<file path="src/rtl/fifo_pkg.sv">
// Shared FIFO constants: default geometry and threshold defaults used by both
// the single-clock and dual-clock FIFOs.
package fifo_pkg;

  localparam int FIFO_WIDTH     = 8;
  localparam int FIFO_ADDR      = 3;
  localparam int FIFO_AFULL_TH  = 6;
  localparam int FIFO_AEMPTY_TH = 2;

  // Storage depth for a given address width (always a power of two).
  function automatic int fifo_depth(input int addr);
    return 1 << addr;
  endfunction

  localparam int FIFO_DEPTH = fifo_depth(FIFO_ADDR);

endpackage

</file>
<file path="src/rtl/sync_fifo_ram.sv">
// DEPTH x WIDTH register array for sync_fifo. The array itself is never
// reset; only the registered read port is, so the read data starts at zero.
module sync_fifo_ram
  import fifo_pkg::*;
#(
  parameter int WIDTH = FIFO_WIDTH,
  parameter int ADDR  = FIFO_ADDR
) (
  input  logic             clk,
  input  logic             rst,
  input  logic             we,
  input  logic [ADDR-1:0]  waddr,
  input  logic [WIDTH-1:0] wdata,
  input  logic             re,
  input  logic [ADDR-1:0]  raddr,
  output logic [WIDTH-1:0] rdata
);

  localparam int DEPTH = fifo_depth(ADDR);

  logic [WIDTH-1:0] mem [DEPTH];

  // Write port: store the word on an accepted write.
  always_ff @(posedge clk) begin
    if (we) mem[waddr] <= wdata;
  end

  // Registered read port: load on an accepted read, otherwise hold. Reading
  // the old array contents here means a simultaneous write is never forwarded.
  always_ff @(posedge clk or negedge rst) begin
    if (!rst)    rdata <= '0;
    else if (re) rdata <= mem[raddr];
  end

endmodule

</file>
<file path="src/rtl/sync_fifo.sv">
// Single-clock FIFO with fill level, almost-full/almost-empty thresholds,
// registered read-valid strobe and optional sticky error flags.
// Optional feature: define SYNC_FIFO_STICKY_ERR_EN to build the sticky
// overflow/underflow flags; otherwise they are tied to 0 and err_clr is unused.
module sync_fifo
  import fifo_pkg::*;
#(
  parameter int WIDTH     = FIFO_WIDTH,
  parameter int ADDR      = FIFO_ADDR,
  parameter int AFULL_TH  = FIFO_AFULL_TH,
  parameter int AEMPTY_TH = FIFO_AEMPTY_TH
) (
  input  logic             clk,
  input  logic             rst,
  input  logic             winc,
  input  logic [WIDTH-1:0] wdata,
  input  logic             rinc,
  output logic [WIDTH-1:0] rdata,
  output logic             rvalid,
  output logic             full,
  output logic             empty,
  output logic             almost_full,
  output logic             almost_empty,
  output logic [ADDR:0]    level,
  input  logic             err_clr,
  output logic             overflow,
  output logic             underflow
);

  localparam int DEPTH = fifo_depth(ADDR);

  logic [ADDR:0] wptr;
  logic [ADDR:0] rptr;
  logic          wr_ok;
  logic          rd_ok;

  // Both requests are judged against the flags as they stand at cycle start.
  assign wr_ok = winc && !full;
  assign rd_ok = rinc && !empty;

  // Flags are pure decodes of the level register.
  assign full         = (level == (ADDR+1)'(DEPTH));
  assign empty        = (level == '0);
  assign almost_full  = (level >= (ADDR+1)'(AFULL_TH));
  assign almost_empty = (level <= (ADDR+1)'(AEMPTY_TH));

  // Pointers, level counter and read-valid strobe.
  always_ff @(posedge clk or negedge rst) begin
    if (!rst) begin
      wptr   <= '0;
      rptr   <= '0;
      level  <= '0;
      rvalid <= 1'b0;
    end else begin
      if (wr_ok) wptr <= wptr + (ADDR+1)'(1);
      if (rd_ok) rptr <= rptr + (ADDR+1)'(1);
      rvalid <= rd_ok;
      case ({wr_ok, rd_ok})
        2'b10:   level <= level + (ADDR+1)'(1);
        2'b01:   level <= level - (ADDR+1)'(1);
        default: level <= level;
      endcase
    end
  end

  sync_fifo_ram #(
    .WIDTH (WIDTH),
    .ADDR  (ADDR)
  ) u_ram (
    .clk   (clk),
    .rst   (rst),
    .we    (wr_ok),
    .waddr (wptr[ADDR-1:0]),
    .wdata (wdata),
    .re    (rd_ok),
    .raddr (rptr[ADDR-1:0]),
    .rdata (rdata)
  );

`ifdef SYNC_FIFO_STICKY_ERR_EN
  // Sticky error flags; a new error in the clearing cycle takes priority.
  always_ff @(posedge clk or negedge rst) begin
    if (!rst) begin
      overflow  <= 1'b0;
      underflow <= 1'b0;
    end else begin
      if (winc && full)  overflow  <= 1'b1;
      else if (err_clr)  overflow  <= 1'b0;
      if (rinc && empty) underflow <= 1'b1;
      else if (err_clr)  underflow <= 1'b0;
    end
  end
`else
  logic unused_err_clr;
  assign unused_err_clr = err_clr;
  assign overflow       = 1'b0;
  assign underflow      = 1'b0;
`endif

endmodule

</file>
<file path="config.mk">
export PLATFORM = sky130hd
export DESIGN_NAME = sync_fifo
export DESIGN_NICKNAME = d
export VERILOG_FILES = /design/src/rtl/fifo_pkg.sv /design/src/rtl/sync_fifo_ram.sv /design/src/rtl/sync_fifo.sv
export SDC_FILE = /design/constraint.sdc
export NUM_CORES = 1
export LEC_CHECK = 0
export BUFFER_PORTS_ARGS = -buffer_cell sky130_fd_sc_hd__buf_2
export CAP_MARGIN = 20
export CORE_MARGIN = 2
export CORE_UTILIZATION = 50
export DETAILED_ROUTE_END_ITERATION = 12
export HOLD_SLACK_MARGIN = 0.06
export MAX_ROUTING_LAYER = met4
export PLACE_DENSITY = 0.72
export SYNTH_ARGS = -nofsm -noshare
export SYNTH_HDL_FRONTEND = slang
export SYNTH_SLANG_ARGS = --single-unit
</file>
<file path="constraint.sdc">
create_clock -name clk -period 2.68 [get_ports clk]
set_input_delay 0 -clock clk [delete_from_list [all_inputs] [get_ports clk]]
set_output_delay 0 -clock clk [all_outputs]
set_load 0.1 [all_outputs]
</file>
======== Yosys cells after proc, flatten, opt, wreduce, memory -nomap -nowiden ========
Memory sizes are Yosys's and may differ from the RTL's. A register that Yosys moved wholly into a read port is not among the register bits.
Cells that the tools add are included.
W data, S select, Z words.
operators by class
  add/sub/neg operators ................... 4
  $lt $le $gt $ge ......................... 2
  eq/ne operators ......................... 3
  multiplexer cells ....................... 3
  reduce and logical (&&, ||, !) cells .... 7
operators by type and width
  cell                   number
  $add A4 B1 Y4 const B  3
  $pmux W4 S2            1
  $eq A4 B4 Y1 const B   1
  $ge A4 B3 Y1 const B   1
  $le A4 B2 Y1 const B   1
  $logic_not A4 Y1       1
  $sub A4 B1 Y4 const B  1
  $logic_not A1 Y1       3
  $eq A2 B1 Y1 const B   1
  $eq A2 B2 Y1 const B   1
  $logic_and A1 B1 Y1    2
  $mux W1                2
  $reduce_bool A2 Y1     1
word-level totals
  bits in registers ....................... 13
  RAM bits ................................ 64
  word-level logic and storage cells ...... 24
  memories ................................ 1
memory list
  name       words  width  rd ports  clocked after Yosys merged registers in  write ports  line                 source
  u_ram.mem  8      8      1         1                                        1            sync_fifo_ram.sv:21  logic [WIDTH-1:0] mem [DEPTH];

======== Depth between registers and ports, before layout ========
Gate-level depths: netlist of the first run.
  word-level depth ........................ 5
  depth in mapped cells ................... 10

======== Cells and area by module ========
A second synthesis of the first run with hierarchy kept.
second synthesis, totals
  cell total of the unflattened synthesis .. 231
  area, all modules ....................... 3530.9 sq um
by module, submodules not included
  module         instances  cells an instance  area each (sq um)  seq. area each (sq um)
  sync_fifo_ram  1          169                2861.5             2122.0
  sync_fifo      1          62                 669.4              275.3

======== Least setup slack after synthesis of the first run ========
No wires, ideal clock.
  path kind ............................... register to output
  from .................................... reg level[0]
  to ...................................... out empty
  data arrival time ....................... 3930 ps
  required time ........................... 2680 ps
  slack ................................... -1250 ps
  stages on the path, launching flop included .. 3
  cell sequence ........................... dfrtp_1 -> buf_6 -> nor4_1
on the way
  word-level cells in the longest chain between the ends .. 1
RTL lines
  element                 line             source
  from (decl)             sync_fifo.sv:24  output logic [ADDR:0] level,
  from (signal assigned)  sync_fifo.sv:59  2'b10: level <= level + (ADDR+1)'(1);
  from (signal assigned)  sync_fifo.sv:60  2'b01: level <= level - (ADDR+1)'(1);
  from (signal assigned)  sync_fifo.sv:61  default: level <= level;
  $logic_not A4 Y1        sync_fifo.sv:43  assign empty = (level == '0);
  to (decl)               sync_fifo.sv:21  output logic empty,
Every way passes these cells.

======== Final worst setup path of the first run ========
  from .................................... reg level[1]
  to ...................................... reg level[3]
on the way
  word-level cells in the longest chain between the ends .. 5
  elaborated cells on any way between the ends .. 12
  classes of those cells .................. 2 x add/sub; 3 x eq/ne; 1 x mux; 6 x reduce/logical
RTL lines
  element                                                   line                              source
  $eq A4 B4 Y1 / $logic_not A4 Y1 (equally long branches)   sync_fifo.sv:42, sync_fifo.sv:43
  $logic_not A1 Y1, on equally long branches                sync_fifo.sv:38, sync_fifo.sv:39
  $logic_and A1 B1 Y1, on equally long branches             sync_fifo.sv:38, sync_fifo.sv:39
  $eq A2 B1 Y1 / $eq A2 B2 Y1 (equally long branches)       sync_fifo.sv:58                   case ({wr_ok, rd_ok})
  $pmux W4 S2 / $reduce_bool A2 Y1 (equally long branches)  n/a
Parallel ways exist; a longest one is shown, timed or not.
A chain may end at the register's enable or synchronous reset.

==> run_results.csv, run 1 <==
group,metric,value,unit
logic_synthesis,synthCells,226,
cells_and_area,fin_nets,294,
sta,period_minus_slack,2360,ps
critical_path,required,2910,ps
cts,hold_buffers,10,
cts,cts_tree,"yes",
critical_path,worst_r2r_startpoint,"level[1]",
floorplanning,dieArea,7640,um^2
place,port_buffers,28,
cts,numCtsBuffers,9,
global_route,grt_overflow,0,
critical_path,rr_worst_depth,8,
cts,cts_resized,0,
sta,setup_viol,0,
critical_path,arrival,2600,ps
logic_synthesis,synthFlopType,"edfxtp_1",
critical_path,r2r_setup_slack,320,ps
place,dp.final_hpwl,3.89,mm
floorplanning,core,6760,um^2
cts,clkTransAtPathRegs,80,ps
routing,via_per_inst,5.43,
critical_path,cp-end-kind,"flop",
hold_path,min_delay_path_depth,4,
logic_synthesis,synth_edf_count,64,
sta,clock-skew-final,13.7,ps
status,status,"finished, final reports clean",
sta,rsz0062_at_grt,"false",
cells_and_area,nFillCells,525,
routing,drt_pass1_iterations,4,
logic_synthesis,syn_area_per_cell,15.4,um^2
cts,clockBufferDepth,2,
global_route,antenna_found_initial,0,
floorplanning,num_rows,30,
cells_and_area,diodes,0,
routing,wl_per_cell,16.7,um
logic_synthesis,yosysSeqAreaShare,68.9,%
cells_and_area,fin_util,59.5,%
sta,finalHoldViolations,0,
logic_synthesis,synth-seq-cells,83,
sta,min_period_over_period,88.1,%
floorplanning,die_y,87.4,um
hold_path,min_from,"winc",
routing,vias,1954,
critical_path,timing.rr.end,"level[3]",
logic_synthesis,yosys_warnings,0,
logic_synthesis,synth.cell_area,3480,um^2
cells_and_area,drive_above_1_share,27.9,%
cells_and_area,final_common_cell,"edfxtp_1",
logic_synthesis,synth_cell_types,37,
sta,setup-tns-final,0,ps
hold_path,hold_class,"in -> reg",
floorplanning,floorplan.initialDensity,51.5,%
global_route,grt_pass1_vias,1939,
cts,cts_setup_buffers,0,
cts,clkLatencyLatePin,350,ps
cells_and_area,syn_to_final_growth,15.7,%
sta,fmaxAchievable,424,MHz
critical_path,path_class,"reg -> reg",
cells_and_area,fin_area,4020,um^2
cells_and_area,most-common-layout-cells,"64 x edfxtp_1, 28 x buf_2, 23 x nand2_1",
critical_path,cp_max_fo,8,
global_route,grt_max_degree,35,
sta,slew_headroom,50.0,%
routing,first_iter_violations,183,
routing,route.detailed.drc,0,
logic_synthesis,async_reset_ff_share,22.9,%
place,dpl_cell_area,3710,um^2
hold_path,hold_end,"wptr[1]",
sta,slew_violations,0,
floorplanning,io_pins,32,
routing,antenna_left,0,
cts,cts_num_sinks,83,
critical_path,critPathLaunchType,"flop",
place,place.gp.congestion,0.747,
cts,h-tree-depth,3,
global_route,grt_pass1_wl,9.51,mm
floorplanning,die_w,87.4,um
global_route,grt_use_total,17.9,%
routing,wl,6.02,mm
cts,cts-root-buf,"clkbuf_8",
sta,worstMarginPinSlew,748,ps
run,max_cap_violations,0,
==> cell type report <==
cell class	count	area [um^2]	area share, %
sequential	83	2400	59.8
tap	80	100	2.49
multi-input combinational	125	958	23.8
clock inverter	5	78.8	1.96
clock buffer	11	131	3.27
inverter	7	26.3	0.653
timing repair buffer	49	323	8.02
==> per-stage QoR <==
stage	hold slack, ps	setup WS [ps]	std cells
6_report	71.3	319	360
5_1_grt	96.0	107	360
4_1_cts	69.6	296	360
3_5_place_dp	-36.2	320	334
3_3_place_gp	-42.5	371	334
2_1_floorplan	-296	12.0	227
==> critical path, cell delays in order, from the launching register on <==
cell and delay, ps:
dfrtp_2 490, nor3_1 280, a21boi_1 180, inv_1 130
ha_2 260, ha_1 250, a21oi_1 210, o21ai_0 130
o311ai_0 310
==> layer usage <==
| layer | GRT usage (%) | up-vias | routed length (um) |
|---|---|---|---|
| met5 | - | - | 0 |
| met4 | 8.95 | 0 | 133 |
| met3 | 4.08 | 13 | 297 |
| met2 | 28.7 | 55 | 2890 |
| met1 | 21.3 | 943 | 2700 |
| li1 | - | 943 | - |
==> flip-flops by register name (all words and copies together), names as in the netlist <==
register     cells
u_ram.mem       64
u_ram.rdata      8
level            4
rptr             3
wptr             3
rvalid           1
==> synthesized netlist by cell type (2+ instances only) <==
cell type	n	area (um^2)
edfxtp_1	64	1920
nand2_1	23	86.3
dfrtp_1	19	475
mux2i_1	17	170
mux2_2	16	180
a221o_1	8	80.1
o21ai_1	8	40.0
o22ai_1	8	50.1
nor2_1	7	26.3
inv_1	6	22.5
ha_1	5	62.6
nand2b_1	5	31.3
nor3_1	4	20.0
xnor2_1	4	35.0
buf_4	3	22.5
buf_6	3	33.8
o21ai_0	3	15.0
buf_12	2	40.0
clkbuf_1	2	7.51
nor4_1	2	12.5
==> kinds of logic after synthesis <==
group                      count (synthesis)  share of synthesized area, %
AOI/OAI and AO/OA                         33                          7.16
xor gates and xnor gates                   5                          1.26
adders and majority gates                  6                          2.37
buffers and inverters                     19                          3.99
DFF                                       83                          68.9
muxes                                     33                          10.1
other                                      1                         0.108
and+or+nand+nor                           46                          6.08
==> worst max-delay path by stage <==
stage               end     start  slack, ps
6_report       level[3]  level[1]        320
5_1_grt        level[3]  level[1]        110
4_1_cts        level[3]  level[1]        300
3_5_place_dp   level[3]  level[1]        320
3_3_place_gp   level[3]  level[1]        370
2_1_floorplan  level[3]  level[3]         10
Power of run 1 is not shown: default switching activity piles up to over one toggle a cycle in this logic, so the estimate is an artifact.
==> run 2, diff against run 1 <==
- ABC_AREA: not set -> 1
- SYNTH_HIERARCHICAL: not set -> 1
==> run 2 against run 1 <==
- clock skew shrank 6.1 ps
- register-to-register slack better by 140 ps
- global-route usage rose by 1.5 points
- critical endpoint unchanged
==> run_results.csv, run 2 <==
group,metric,value,unit
floorplanning,die_y,90.3,um
logic_synthesis,syn_area_per_cell,10.1,um^2
logic_synthesis,synth_largest_area_cell,"edfxtp_1",
routing,wl_per_cell,14.0,um
cts,cts_resized,0,
power,powerDensity,1200,nW/um^2
routing,antenna_left,0,
logic_synthesis,synth-adder-area-share,2.22,%
cells_and_area,multi_input_area,958,um^2
power,p_leak,1.98,nW
cts,numCtsBuffers,9,
logic_synthesis,synth_cell_types,23,
floorplanning,dieArea,8160,um^2
critical_path,rr_worst_depth,11,
logic_synthesis,synthTopCellsByCount,"122 x nand2_1, 64 x edfxtp_1, 63 x inv_1",
power,peakVddDrop,0.908,mV
run,max_cap_violations,0,
critical_path,required,2930,ps
logic_synthesis,synth_edf_count,64,
critical_path,critPathLaunchType,"flop",
cts,clkLatencyLatePin,350,ps
critical_path,path_class,"reg -> reg",
critical_path,cp_max_fo,12,
cts,clockBufferDepth,2,
sta,min_period_over_period,82.8,%
routing,drt_pass1_iterations,5,
sta,setup-tns-final,0,ps
global_route,grt_max_degree,33,
cts,clkTransAtPathRegs,80,ps
cells_and_area,top_regs,"u_ram/mem (64), u_ram/rdata (8), level (4)",
logic_synthesis,synth-seq-cells,83,
logic_synthesis,synth_top_family_by_area,"simple AND/OR/NAND/NOR gates",
cells_and_area,drive_above_1_share,14.9,%
cts,cts_tree,"yes",
cells_and_area,fin_util,58.3,%
cells_and_area,fin_nets,436,
logic_synthesis,async_reset_ff_share,22.9,%
logic_synthesis,synthXorXnorAreaFrac,1.41,%
place,place_ws,479,ps
sta,worstMarginPinSlew,637,ps
status,status,"finished, final reports clean",
floorplanning,num_rows,31,
sta,fmaxAchievable,451,MHz
logic_synthesis,synthFlopType,"edfxtp_1",
cts,cts_num_sinks,83,
cts,cts-root-buf,"clkbuf_8",
global_route,grt_overflow,0,
global_route,antenna_found_initial,0,
hold_path,hold_class,"in -> async",
cts,h-tree-depth,3,
critical_path,cp-end-kind,"flop",
logic_synthesis,synth_top_area_share,51.6,%
place,port_buffers,28,
floorplanning,io_pins,32,
place,dp.final_hpwl,4.64,mm
logic_synthesis,yosysSeqAreaShare,64.3,%
logic_synthesis,synth.cell_area,3730,um^2
place,place.gp.congestion,0.794,
floorplanning,core,7250,um^2
logic_synthesis,synthCells,370,
sta,setup_viol,0,
sta,slew_headroom,57.5,%
logic_synthesis,synth_compound_area_share,0.806,%
sta,slew_violations,0,
sta,finalHoldViolations,0,
sta,clock-skew-final,7.67,ps
sta,period_minus_slack,2220,ps
logic_synthesis,yosys_warnings,6,
cells_and_area,final_common_cell,"nand2_1",
cells_and_area,nFillCells,622,
logic_synthesis,synth.area.top_cells,"edfxtp_1 52%, dfrtp_1 13%, nand2_1 12%",
sta,rsz0062_at_grt,"false",
logic_synthesis,synthMuxAreaShare,0,%
logic_synthesis,synthSimpleGateAreaFrac,21.1,%
floorplanning,floorplan.initialDensity,51.4,%
global_route,grt_use_total,19.4,%
floorplanning,die_w,90.3,um
cells_and_area,regMostFlops,"u_ram/mem",
logic_synthesis,post-synth-top-count-cell,"nand2_1",
cells_and_area,diodes,0,
routing,via_per_inst,4.87,
routing,wl,7.27,mm
global_route,grt_pass1_vias,2366,
routing,first_iter_violations,209,
routing,vias,2535,
cells_and_area,largest_reg_flops,64,
cells_and_area,syn_to_final_growth,13.5,%
cells_and_area,most-common-layout-cells,"122 x nand2_1, 64 x edfxtp_1, 63 x inv_1",
global_route,grt_pass1_wl,11.7,mm
routing,route.detailed.drc,0,
cells_and_area,seqCellArea,2400,um^2
sta,worst_slack,462,ps
critical_path,arrival,2460,ps
run 2: cell count changes in the layout (fill, tap and decap cells not counted), moves of 4 or more:
cell	before	now
a221o_1	8	0
dfrtp_1	15	19
inv_1	6	63
mux2_2	16	0
mux2i_1	17	0
nand2_1	23	122
nand2b_1	5	0
nand3_1	0	50
nor3_1	4	0
o21ai_1	8	2
o22ai_1	8	0
run 2: layout make-up:
class | count | area share (%)
multi-input cells | 207 | 22.7
inverters | 67 | 6.01
repair buffers | 49 | 7.69
clock inverters | 7 | 1.07
flip-flops and latches | 83 | 56.7
clock buffers | 9 | 2.93
well taps | 99 | 2.93
run 2: stage by stage:
step / std cells / total power, W / hold slack [ps] / cell area [um^2]
final: 521 / 0.00506 / 134 / 4230
after global routing: 521 / 0.00539 / 162 / 4230
after CTS: 521 / 0.00510 / 137 / 4230
after detailed placement: 494 / 0.00430 / -13.0 / 3950
after global placement: 494 / 0.00424 / -18.3 / 3950
after floorplan: 371 / 0.00390 / -296 / 3730
run 2: where the power goes:
group / internal [W] / total, W / switching (W)
clock network: 0.000333 / 0.000775 / 0.000443
logic: 0.000562 / 0.00241 / 0.00185
registers: 0.00167 / 0.00188 / 0.000204
total: 0.00257 / 0.00506 / 0.00250
run 2: worst paths after layout:
| kind | to | from | slack (ps) |
|---|---|---|---|
| worst max-delay path | level[3] | level[0] | 460 |
| worst min-delay path | u_ram/rdata[6] | rst | 130 |
| worst max register to register | level[3] | level[0] | 460 |
| worst min register to register | u_ram/rdata[5] | u_ram/rdata[5] | 480 |
| max in group asynchronous | rptr[2] | rst | 2210 |
| min in group clk | u_ram/mem[6][3] | wdata[3] | 450 |
run 2: layer usage:
layer	vias to the layer above	global-route usage, %	wire (um)	share of wire (%)
li1	1257	-	-	-
met1	1187	25.5	3110	43
met2	85	30.6	3610	50
met3	6	5.01	489	6.7
met4	0	5.00	51	0.70
met5	-	-	0	0
run 2: cell families after synthesis:
kind of cell,after synthesis
compound gates,6
xor+xnor,6
fa+ha+maj,6
buf+inv,81
flops,83
other cells,1
simple gates,187
run 2: timing repair:
item	CTS	global route
buffers inserted	0	0
endpoints found under the hold margin	89	0
hold buffers	11	0
run 2: worst max-delay path, cell delays in order, from the launching register on:
cell and delay, ps:
dfrtp_1 440, nor2_2 170, nand2_1 100, nand2_2 120
inv_2 150, ha_1 260, ha_1 330, or2_2 310
nand2_1 70, nand2_1 50, nand3_1 70, nand2_1 50
No activity file was read; power rests on OpenSTA's default activity.
